$ cat src/rtl/rf_load_sched.sv
// rf_load_sched: walks a feature map row-major at a programmable stride, pulsing the AddrToRF loader and handing each loaded window to the PE array.
// Optional feature macro PERF_CNT_EN adds o_stall_cnt, a saturating count of HANDOFF cycles with i_pe_ready low.
module rf_load_sched #(
  parameter int HW    = 7,
  parameter int S_W   = 3,
  parameter int CNT_W = 16
) (
  input  logic           i_clk,
  input  logic           i_rst,
  input  logic           i_start,
  input  logic [HW-1:0]  i_map_h,
  input  logic [HW-1:0]  i_map_w,
  input  logic [S_W-1:0] i_stride,
  output logic           o_rf_start,
  input  logic           i_rf_finish,
  output logic [HW-1:0]  o_h,
  output logic [HW-1:0]  o_w,
  output logic           o_pe_valid,
  input  logic           i_pe_ready,
  output logic           o_busy,
  output logic           o_done,
  output logic           o_err
`ifdef PERF_CNT_EN
  ,
  output logic [CNT_W-1:0] o_stall_cnt
`endif
);

  typedef enum logic [2:0] {
    ST_IDLE,
    ST_ISSUE,
    ST_WAIT,
    ST_HANDOFF,
    ST_DONE
  } state_t;

  state_t         state;
  state_t         state_nxt;
  logic [HW-1:0]  map_h_q;
  logic [HW-1:0]  map_w_q;
  logic [S_W-1:0] stride_q;
  logic [HW-1:0]  h_q;
  logic [HW-1:0]  w_q;
  logic           err_q;

  logic           cfg_bad;
  logic           start_acc;
  logic           accept;
  logic [HW:0]    stride_x;
  logic [HW:0]    nw;
  logic [HW:0]    nh;
  logic           row_end;
  logic           pass_end;

  assign cfg_bad   = (i_stride == '0) || (i_map_h == '0) || (i_map_w == '0);
  assign start_acc = (state == ST_IDLE) && i_start;
  assign accept    = (state == ST_HANDOFF) && i_pe_ready;

  // One extra bit so a step past a 2^HW-1 edge compares correctly instead of wrapping.
  assign stride_x  = {{(HW + 1 - S_W){1'b0}}, stride_q};
  assign nw        = {1'b0, w_q} + stride_x;
  assign nh        = {1'b0, h_q} + stride_x;
  assign row_end   = (nw >= {1'b0, map_w_q});
  assign pass_end  = row_end && (nh >= {1'b0, map_h_q});

  always_ff @(posedge i_clk) begin
    if (i_rst) begin
      state <= ST_IDLE;
    end else begin
      state <= state_nxt;
    end
  end

  always_comb begin
    state_nxt = state;
    case (state)
      ST_IDLE:    if (i_start && !cfg_bad) state_nxt = ST_ISSUE;
      ST_ISSUE:   state_nxt = ST_WAIT;
      ST_WAIT:    if (i_rf_finish) state_nxt = ST_HANDOFF;
      ST_HANDOFF: if (i_pe_ready) state_nxt = pass_end ? ST_DONE : ST_ISSUE;
      ST_DONE:    state_nxt = ST_IDLE;
      default:    state_nxt = ST_IDLE;
    endcase
  end

  // Config and position registers; the last position is kept through DONE and IDLE.
  always_ff @(posedge i_clk) begin
    if (i_rst) begin
      map_h_q  <= '0;
      map_w_q  <= '0;
      stride_q <= '0;
      h_q      <= '0;
      w_q      <= '0;
      err_q    <= 1'b0;
    end else begin
      err_q <= start_acc && cfg_bad;
      if (start_acc) begin
        map_h_q  <= i_map_h;
        map_w_q  <= i_map_w;
        stride_q <= i_stride;
        if (!cfg_bad) begin
          h_q <= '0;
          w_q <= '0;
        end
      end else if (accept) begin
        if (!row_end) begin
          w_q <= nw[HW-1:0];
        end else if (!pass_end) begin
          w_q <= '0;
          h_q <= nh[HW-1:0];
        end
      end
    end
  end

`ifdef PERF_CNT_EN
  logic [CNT_W-1:0] stall_cnt_q;

  always_ff @(posedge i_clk) begin
    if (i_rst) begin
      stall_cnt_q <= '0;
    end else if (start_acc && !cfg_bad) begin
      stall_cnt_q <= '0;
    end else if ((state == ST_HANDOFF) && !i_pe_ready && (stall_cnt_q != '1)) begin
      stall_cnt_q <= stall_cnt_q + 1'b1;
    end
  end

  assign o_stall_cnt = stall_cnt_q;
`endif

  assign o_rf_start = (state == ST_ISSUE);
  assign o_pe_valid = (state == ST_HANDOFF);
  assign o_busy     = (state != ST_IDLE);
  assign o_done     = (state == ST_DONE);
  assign o_err      = err_q;
  assign o_h        = h_q;
  assign o_w        = w_q;

endmodule

$ cat config.mk
export PLATFORM = sky130hd
export DESIGN_NAME = rf_load_sched
export DESIGN_NICKNAME = d
export VERILOG_FILES = /design/src/rtl/rf_load_sched.sv
export SDC_FILE = /design/constraint.sdc
export NUM_CORES = 1
export LEC_CHECK = 0
export ABC_AREA = 1
export BUFFER_PORTS_ARGS = -buffer_cell sky130_fd_sc_hd__buf_2
export CAP_MARGIN = 20
export CORE_MARGIN = 2
export CORE_UTILIZATION = 37
export CTS_CLUSTER_SIZE = 30
export DETAILED_ROUTE_END_ITERATION = 16
export GPL_TIMING_DRIVEN = 0
export PLACE_DENSITY = 0.58
export RECOVER_POWER = 50
export SLEW_MARGIN = 20
export SYNTH_ARGS = -nofsm -noshare
export SYNTH_HDL_FRONTEND = slang
export SYNTH_SLANG_ARGS = --single-unit
$ cat constraint.sdc
create_clock -name i_clk -period 2.92 [get_ports i_clk]
set_input_delay 0.292 -clock i_clk [delete_from_list [all_inputs] [get_ports i_clk]]
set_output_delay 0.292 -clock i_clk [all_outputs]
set_load 0.01 [all_outputs]
## Word level (Yosys, flattened, before mapping)

Index checks and enable logic that the tools add are counted.

- Bits in registers: 35
- Bits of input ports: 22

- Eq/ne operators: 10
- $add $sub $neg: 2
- Reductions and logical operators: 18
- $lt $le $gt $ge: 2
- Multiplexer cells: 14

Operators with widths:

| operator | number |
|---|---|
| two-way mux 7 bit | 9 |
| adder 7 x 3 -> 8 bit | 2 |
| >= comparator 8 x 7 -> 1 bit | 2 |
| logical NOT 7 bit | 2 |
| two-way mux 3 bit | 4 |
| case mux 3 bit (4 select lines) | 1 |
| equality test 3 x 2 -> 1 bit, second input constant | 2 |
| logical NOT 3 bit | 2 |
| != test 2 bit, second input constant | 3 |
| AND reduction 3 bit | 2 |
| logical AND 1 bit | 5 |
| != test 2 x 1 -> 1 bit, second input constant | 2 |
| AND reduction 4 bit | 1 |
| nonzero test 2 bit | 2 |
| equality test 3 x 1 -> 1 bit, second input constant | 1 |
| equality test 3 bit, second input constant | 1 |
| != test 3 bit, second input constant | 1 |
| nonzero test 3 bit | 1 |
| logical OR 1 bit | 2 |
| logical NOT 1 bit | 1 |

## Logic depth before layout (Yosys ltp)

Gate-level depths: netlist of run 1.

- Depth in word-level cells: 7
- Depth in mapped cells: 20

## Worst setup path before layout of run 1

No wires, ideal clock.

- Kind: register to register
- Start: register h_q[0], in the netlist o_h[0]
- End: register w_q[1], in the netlist o_w[1]
- Slack: 310 ps
- Period minus slack after synthesis: 2610 ps
- Arrival: 2497 ps
- Stages on the path, launching flop included: 18
- Setup time: 113 ps
- Path buffers: 0
- Path through: dfxtp_1 -> ha_1 -> fa_1 -> a21oi_1 -> nor2_1 -> inv_1 -> o21ai_0 -> o21ai_0 -> inv_1 -> ha_1 -> and3_1 -> nand2_1 -> nand2_1 -> nand3_1 -> nand2_2 -> clkinv_2 -> nor2_1 -> nor2_1

- Cells in the longest elaborated chain, start to end: 5

Ends and longest elaborated chain:

| what | line | text |
|---|---|---|
| from (decl) | 42 | `logic [HW-1:0] h_q;` |
| from (signal assigned) | 110 | `h_q <= nh[HW-1:0];` |
| adder 7 x 3 -> 8 bit | 62 | `assign nh = {1'b0, h_q} + stride_x;` |
| >= comparator 8 x 7 -> 1 bit | 64 | `assign pass_end = row_end && (nh >= {1'b0, map_h_q});` |
| logical AND 1 bit | 64 |  |
| != test 3 bit (no source line) | -- |  |
| AND reduction 3 bit (no source line) | -- |  |
| to (signal assigned) | 107 | `w_q <= nw[HW-1:0];` |
| to (decl) | 43 | `logic [HW-1:0] w_q;` |

No other way between the ends.
A chain may end at the register's enable or synchronous reset.

## Worst setup path after layout of run 1

- Start: register h_q[0], in the netlist o_h[0]
- End: register h_q[4], in the netlist o_h[4]

- Cells in the longest elaborated chain, start to end: 5
- Elaborated cells between the ends (all ways): 9
- Those cells by class: add/sub: 1; order compare: 1; eq/ne: 1; mux: 4; reduce/logical: 2

Ends and longest elaborated chain:

| what | line |
|---|---|
| adder 7 x 3 -> 8 bit * | 62 |
| >= comparator 8 x 7 -> 1 bit / two-way mux 7 bit (equally long branches) | 64, 108 |
| logical AND 1 bit / two-way mux 7 bit (equally long branches) | 64, 106 |
| != test 2 bit (no source line) / two-way mux 7 bit (equally long branches) | -- |
| AND reduction 4 bit (no source line) / two-way mux 7 bit (equally long branches) | -- |

Mark *: on every way between the ends. The rest lies on a longest branch, timed or not. The select of a mux whose other input is x is not followed.

==> reports/results.ini, run 1 <==
[status]
outcome=complete, no violations

[critical_path]
crit_path_end_kind=register
worstPathRequired_ns=3.15
cp-start-kind=register
cp.arrival_ns=2.94
cp_max_fo=5
path_class=register to register

[cts]
htreeDepth=2
clockBufferDepth=2
holdBufCountCts=0
clock_latency_ns=0.29
cts_made_buffers=5
cts_tree=done
cts-root-buf=clkbuf_8
cts_sinks=35
clk_pin_slew_ns=0.07

[pwr]
cellLeakagePower_nw=1.37
vdd_ir_drop_max_mv=0.577
total_power_mw=2.60
cellPowerDensity_mw_per_mm2=966

[timing]
finalHoldViolCount=0
slew_viol_final=0
fin_crit_ns=2.71
setup_viol=0
finClkSkew_ns=0.00605
maxSlewHeadroom_pct=66.3
period_share_pct=92.8
clock.fmax_ghz=0.369
tightest_slew_ns=0.506

[finish]
syn_to_final_growth_pct=19.6
drive_above_1_share_pct=14.1
utilization_pct=45.7
antenna_cells=0
layout.nets=434

[placed_design]
routabilityCongestion=0.817
numPortBuffers=39
dpl.hpwl_mm=4.19

[routing]
viasPerCell=4.63
dr.pass1.iters=4
num_vias=2154
drc=0
ant_nets=0
wl_per_cell_um=11.5
wl_mm=5.34
drtIter0Drc=97

[logic_synthesis]
synth_cells=341
synth-main-ff-cell=dfxtp_1
yosysMostFrequentCell=nand2_1
synthArstFlopShare_pct=0
synth_fp_nets=385
ys_warn_count=0
synth_top_cell_by_area=dfxtp_1
synth_cell_type_count=29
netlist_area_mm2=0.00225
seq_area_frac_synth_pct=31.1
synth.area.top_cells=dfxtp_1, nand2_1, ha_1, inv_1, nor2_1
avgSynthCellArea_um2=6.60
synthTopCellsByCount=nand2_1, inv_1, nor2_1
synth-edff-count=0
synth_seq_cells=35
yosysTopAreaCellShare_pct=31.1

[die]
die_w_um=82.0
top_level_ports=41
design.die.area_mm2=0.00672
num_rows=28
initial_core_util_pct=38.2
core-area_mm2=0.00589
die-height_um=82.0

[global_route]
gr-total-overflow=0
track_usage_pct=17.1
grt_max_degree=11
antenna_found_initial=0
grt_pass1_wl_mm=8.70
grt_pass1_vias=1994

[run]
max-cap-violations=0

[min_path]
hp-class=input pin to register

[metrics by stage]
stage	setup slack (ns)	hold slack, ns	area, um2	TNS, ns	std cells
4_1_cts	0.0145	0.250	2630	0	462
5_1_grt	-0.0121	0.255	2690	-0.0121	465
6_report	0.209	0.257	2690	0	465
3_5_place_dp	-0.0345	0.459	2540	-0.222	455
3_3_place_gp	-0.00551	0.455	2540	-0.0208	455
2_1_floorplan	0.310	0.435	2250	0	341
[cells in the final DEF (no fill, tap or decap), drive strengths merged, types with 3 or more instances in the layout]
cell type	count
nand2	90
inv	54
nor2	52
dfxtp	35
clkbuf	29
buf	28
a21oi	22
ha	20
nand3	18
o21ai	17
xor2	7
nand4	4
nor3	3
[worst max-delay path: stages (launching register included)]
cell	delay, ns
dfxtp_2	0.35
ha_4	0.17
fa_2	0.39
a21oi_4	0.18
nor2_1	0.05
inv_1	0.06
o21ai_0	0.07
o21ai_1	0.12
inv_1	0.06
ha_1	0.28
nand2_1	0.07
nand2_1	0.06
nor2_2	0.11
nand2_2	0.10
nand2_2	0.12
nand3_4	0.10
buf_2	0.17
nand2_1	0.06
nand2_1	0.04
nor2_1	0.09
[path summary, 6_finish.rpt]
kind	startpoint	to	slack [ns]	cells past startpoint
setup / recovery	o_h[0]	o_h[4]	0.21	19
hold / removal	i_map_w[0]	map_w_q[0]	0.26	3
setup reg to reg	o_h[0]	o_h[4]	0.21	19
hold reg to reg	map_w_q[4]	map_w_q[4]	0.47	2
[metal layers]
layer  share of wire (%)  vias up  global-route usage (%)  routed length [um]
li1                    -     1159                       -                   -
met1                  46      960                    20.4                2460
met2                  49       28                    30.2                2640
met3                 3.1        7                    3.08                 163
met4                 1.5        0                    6.50                  80
met5                   0        -                       0                   0
[power by group]
| group | leakage [nW] | internal, mW | switching [mW] | total, mW |
|---|---|---|---|---|
| combinational | 1.03 | 0.578 | 0.922 | 1.50 |
| sequential | 0.289 | 0.615 | 0.131 | 0.746 |
| clock | 0.0470 | 0.185 | 0.172 | 0.357 |
[final cells by class]
type,instances,area (um2)
fill,651,3190
multi-input combinational,242,1360
sequential,35,704
inverter,55,208
timing repair buffer,42,194
tap,75,93.8
clock buffer,6,82.6
buffer,9,48.8
clock inverter,1,5.00
[timing repair]
item                                    in CTS  in global routing
endpoints found under the setup margin       7                 15
pin swaps                                    0                  5
setup buffers                                0                  2
resized for setup                            1                 17
cloned                                       0                  1
[sequential cells by signal, indices dropped and copies added, names as in the netlist]
name      count
o_h           7
stride_q      3
o_w           7
map_w_q       7
o_err         1
state         3
map_h_q       7
[cells by family after synthesis]
group / after synthesis / share of synthesized area, %
buffers and inverters: 64 / 11.5
XOR/XNOR: 8 / 3.11
flip-flops: 35 / 31.1
AND/OR/NAND/NOR: 172 / 31.7
adder cells (fa/ha/maj): 22 / 12.9
AO/OA/AOI/OAI: 40 / 9.67
Power figures use the tool's default switching activity.
==> run 2, diff against run 1 <==
--- a/config.mk
+++ b/config.mk
@@ -8,12 +8,15 @@
 export ABC_AREA = 1
 export BUFFER_PORTS_ARGS = -buffer_cell sky130_fd_sc_hd__buf_2
 export CAP_MARGIN = 20
+export CELL_PAD_IN_SITES_DETAIL_PLACEMENT = 0
+export CELL_PAD_IN_SITES_GLOBAL_PLACEMENT = 1
 export CORE_MARGIN = 2
 export CORE_UTILIZATION = 37
 export CTS_CLUSTER_SIZE = 30
 export DETAILED_ROUTE_END_ITERATION = 16
 export GPL_TIMING_DRIVEN = 0
-export PLACE_DENSITY = 0.58
+export MAX_ROUTING_LAYER = met4
+export PLACE_DENSITY = 0.77
 export RECOVER_POWER = 50
 export SLEW_MARGIN = 20
 export SYNTH_ARGS = -nofsm -noshare
==> reports/results.ini, run 2 (same netlist as run 1, synthesis figures left out) <==
[critical_path]
reg2reg_from=stride_q[0]
path_class=register to register
cp-start-kind=register
crit_family=adder cells
crit_chain=ha_4, fa_2, a21oi_4, nor2_1, inv_1, o21ai_0, o21ai_1, inv_1, ha_4, and3_4, nand2_1, nand2_2, buf_12, nand3_4, nand2_2, inv_4, nor2_1, nor2_1
path_buf_inv=4  ; +1
crit_cells=18  ; -1
cp_slowest_cell=fa_2
worstPathRequired_ns=3.11  ; -0.04 ns
critPathCapture=o_w[3]
r2r_cells=18  ; -1
rr_endpoint=o_w[3]
crit_start=stride_q[0]
cp.arrival_ns=2.96  ; +0.02 ns
crit_top_cell=nor2_1
crit_path_max_incr_delay_ns=0.42  ; +0.03 ns
cp_max_fo=8  ; +3
crit_path_end_kind=register
rrSetupSlack_ns=0.16  ; -0.05 ns

[die]
die-height_um=82.0  ; unchanged
die_w_um=82.0  ; unchanged
core-area_mm2=0.00589  ; unchanged
top_level_ports=41  ; unchanged
num_rows=28  ; unchanged
design.die.area_mm2=0.00672  ; unchanged
initial_core_util_pct=38.2  ; unchanged

[finish]
final_common_cell=nand2_1
syn_to_final_growth_pct=23.1
layout.nets=437  ; +0.69%
drive_above_1_share_pct=18.1  ; +4.0 points
antenna_cells=0  ; unchanged
final_area_mm2=0.00277  ; +2.9%
most-common-layout-cells=nand2_1, inv_1, nor2_1

[timing]
hold-worst-slack_ns=0.249  ; -0.00840 ns
period_share_pct=94.7  ; +1.8 points
maxSlewHeadroom_pct=65.3  ; -0.92 points
finClkSkew_ns=0.00195  ; -0.00409 ns
tightest_slew_ns=0.520  ; +0.0138 ns
slew_viol_final=0  ; unchanged
rsz0062_at_grt=yes
setup_viol=0  ; unchanged
finalHoldViolCount=0  ; unchanged
fin_setup_tns_ns=0  ; unchanged
clock.fmax_ghz=0.362  ; -1.9%
fin_crit_ns=2.76  ; +0.0537 ns

[placed_design]
numPortBuffers=39  ; unchanged
placed_cell_area_mm2=0.00254  ; unchanged
routabilityCongestion=0.888  ; +8.7%
dpl.hpwl_mm=4.31  ; +2.8%

[pwr]
p_int_mw=1.53  ; +11%
seq_power_share_pct=26.4  ; -2.3 points
cellPowerDensity_mw_per_mm2=1020  ; +5.1%
vdd_ir_drop_max_mv=0.604  ; +4.7%
cellLeakagePower_nw=1.42  ; +3.8%
comb_power_share_pct=60.6  ; +3.0 points
clkPwrFrac_pct=13.0  ; -0.7 points
p_sw_mw=1.28  ; +4.7%
p_sw_share_pct=45.5  ; -1.5 points
total_power_mw=2.82  ; +8.2%

[run]
max-cap-violations=0  ; unchanged

[cts]
cts-root-buf=clkbuf_8
htreeDepth=2  ; unchanged
clockBufferDepth=2  ; unchanged
holdBufCountCts=0  ; unchanged
cts_tree=done
clk_pin_slew_ns=0.07  ; about the same
cts_sinks=35  ; unchanged
cts_made_buffers=5  ; unchanged
clock_latency_ns=0.29  ; about the same

[min_path]
hp-class=input pin to register

[routing]
dr.pass1.iters=4  ; unchanged
wl_mm=5.55  ; +3.9%
ant_nets=0  ; unchanged
drtIter0Drc=51  ; -47%
viasPerCell=4.65  ; +0.42%
wl_per_cell_um=11.9  ; +3.2%
drc=0  ; unchanged
num_vias=2177  ; +1.1%

[global_route]
track_usage_pct=18.4  ; +1.3 points
gr-total-overflow=0  ; unchanged
grt_pass1_wl_mm=8.99  ; +3.3%
grt_pass1_vias=2027  ; +1.7%
antenna_found_initial=0  ; unchanged
grt_max_degree=11  ; unchanged

[status]
outcome=complete, no violations

## run 2: cell count changes in the layout (fill, tap and decap cells not counted), sizes merged
cell,previous run,this run
clkbuf,29,21
clkinv,2,1
buf,28,39
inv,54,55
## run 2: worst min path at each step
| stage | slack [ns] | start | endpoint | cells after the start |
|---|---|---|---|---|
| after global routing | 0.25 | i_map_w[0] | map_w_q[0] | 3 |
| after detailed placement | 0.46 | map_w_q[4] | map_w_q[4] | 2 |
| after CTS | 0.25 | i_map_w[0] | map_w_q[0] | 3 |
| after floorplan | 0.44 | map_h_q[5] | map_h_q[5] | 2 |
| after global placement | 0.46 | map_w_q[2] | map_w_q[2] | 2 |
| final | 0.25 | i_stride[0] | stride_q[0] | 3 |
## run 2: worst register-to-register path: cells and delay by family, from the launching register on
kind | cells | cell delay (ns)
fa+ha+maj | 3 | 0.87
simple gates | 8 | 0.76
flops | 1 | 0.35
compound gates | 3 | 0.35
buf+inv | 4 | 0.34
## run 2: what timing repair did
| action | in CTS | in global routing |
|---|---|---|
| pin swaps | 0 | 7 |
| buffers inserted | 0 | 5 |
| setup endpoints to repair | 7 | 15 |
| gates resized for setup | 1 | 21 |
| cloned | 0 | 1 |
## run 2: area by class of cell
type | count | area (um2)
repair buffers | 45 | 238
multi-input cells | 242 | 1390
inverters | 55 | 209
well taps | 75 | 93.8
clock inverters | 1 | 5.00
plain buffers | 9 | 50.0
clock buffers | 6 | 82.6
flip-flops and latches | 35 | 704
fillers | 642 | 3110
## run 2: per-stage QoR
stage	utilization, %	instances	worst slack [ns]
6_report	47.1	468	0.156
5_1_grt	47.1	468	-0.0383
4_1_cts	44.7	462	0.0150
3_5_place_dp	43.2	455	-0.0698
3_3_place_gp	43.2	455	-0.0746
2_1_floorplan	-	341	0.310
## run 2: power groups by stage
stage | Sequential, mW | Combinational [mW] | Clock [mW]
2_1_floorplan | 0.763 | 1.01 | 0
3_5_place_dp | 0.746 | 1.40 | 0
6_report | 0.743 | 1.71 | 0.365
4_1_cts | 0.735 | 1.42 | 0.375
3_3_place_gp | 0.744 | 1.38 | 0
5_1_grt | 0.766 | 1.96 | 0.401
## run 2: metal layers
metal	GRT usage, %	share of wire, %	up-vias
met5	-	0	-
met4	7.00	1.8	0
met3	4.07	3.9	10
met2	32.0	50	42
met1	20.4	45	962
li1	-	-	1163
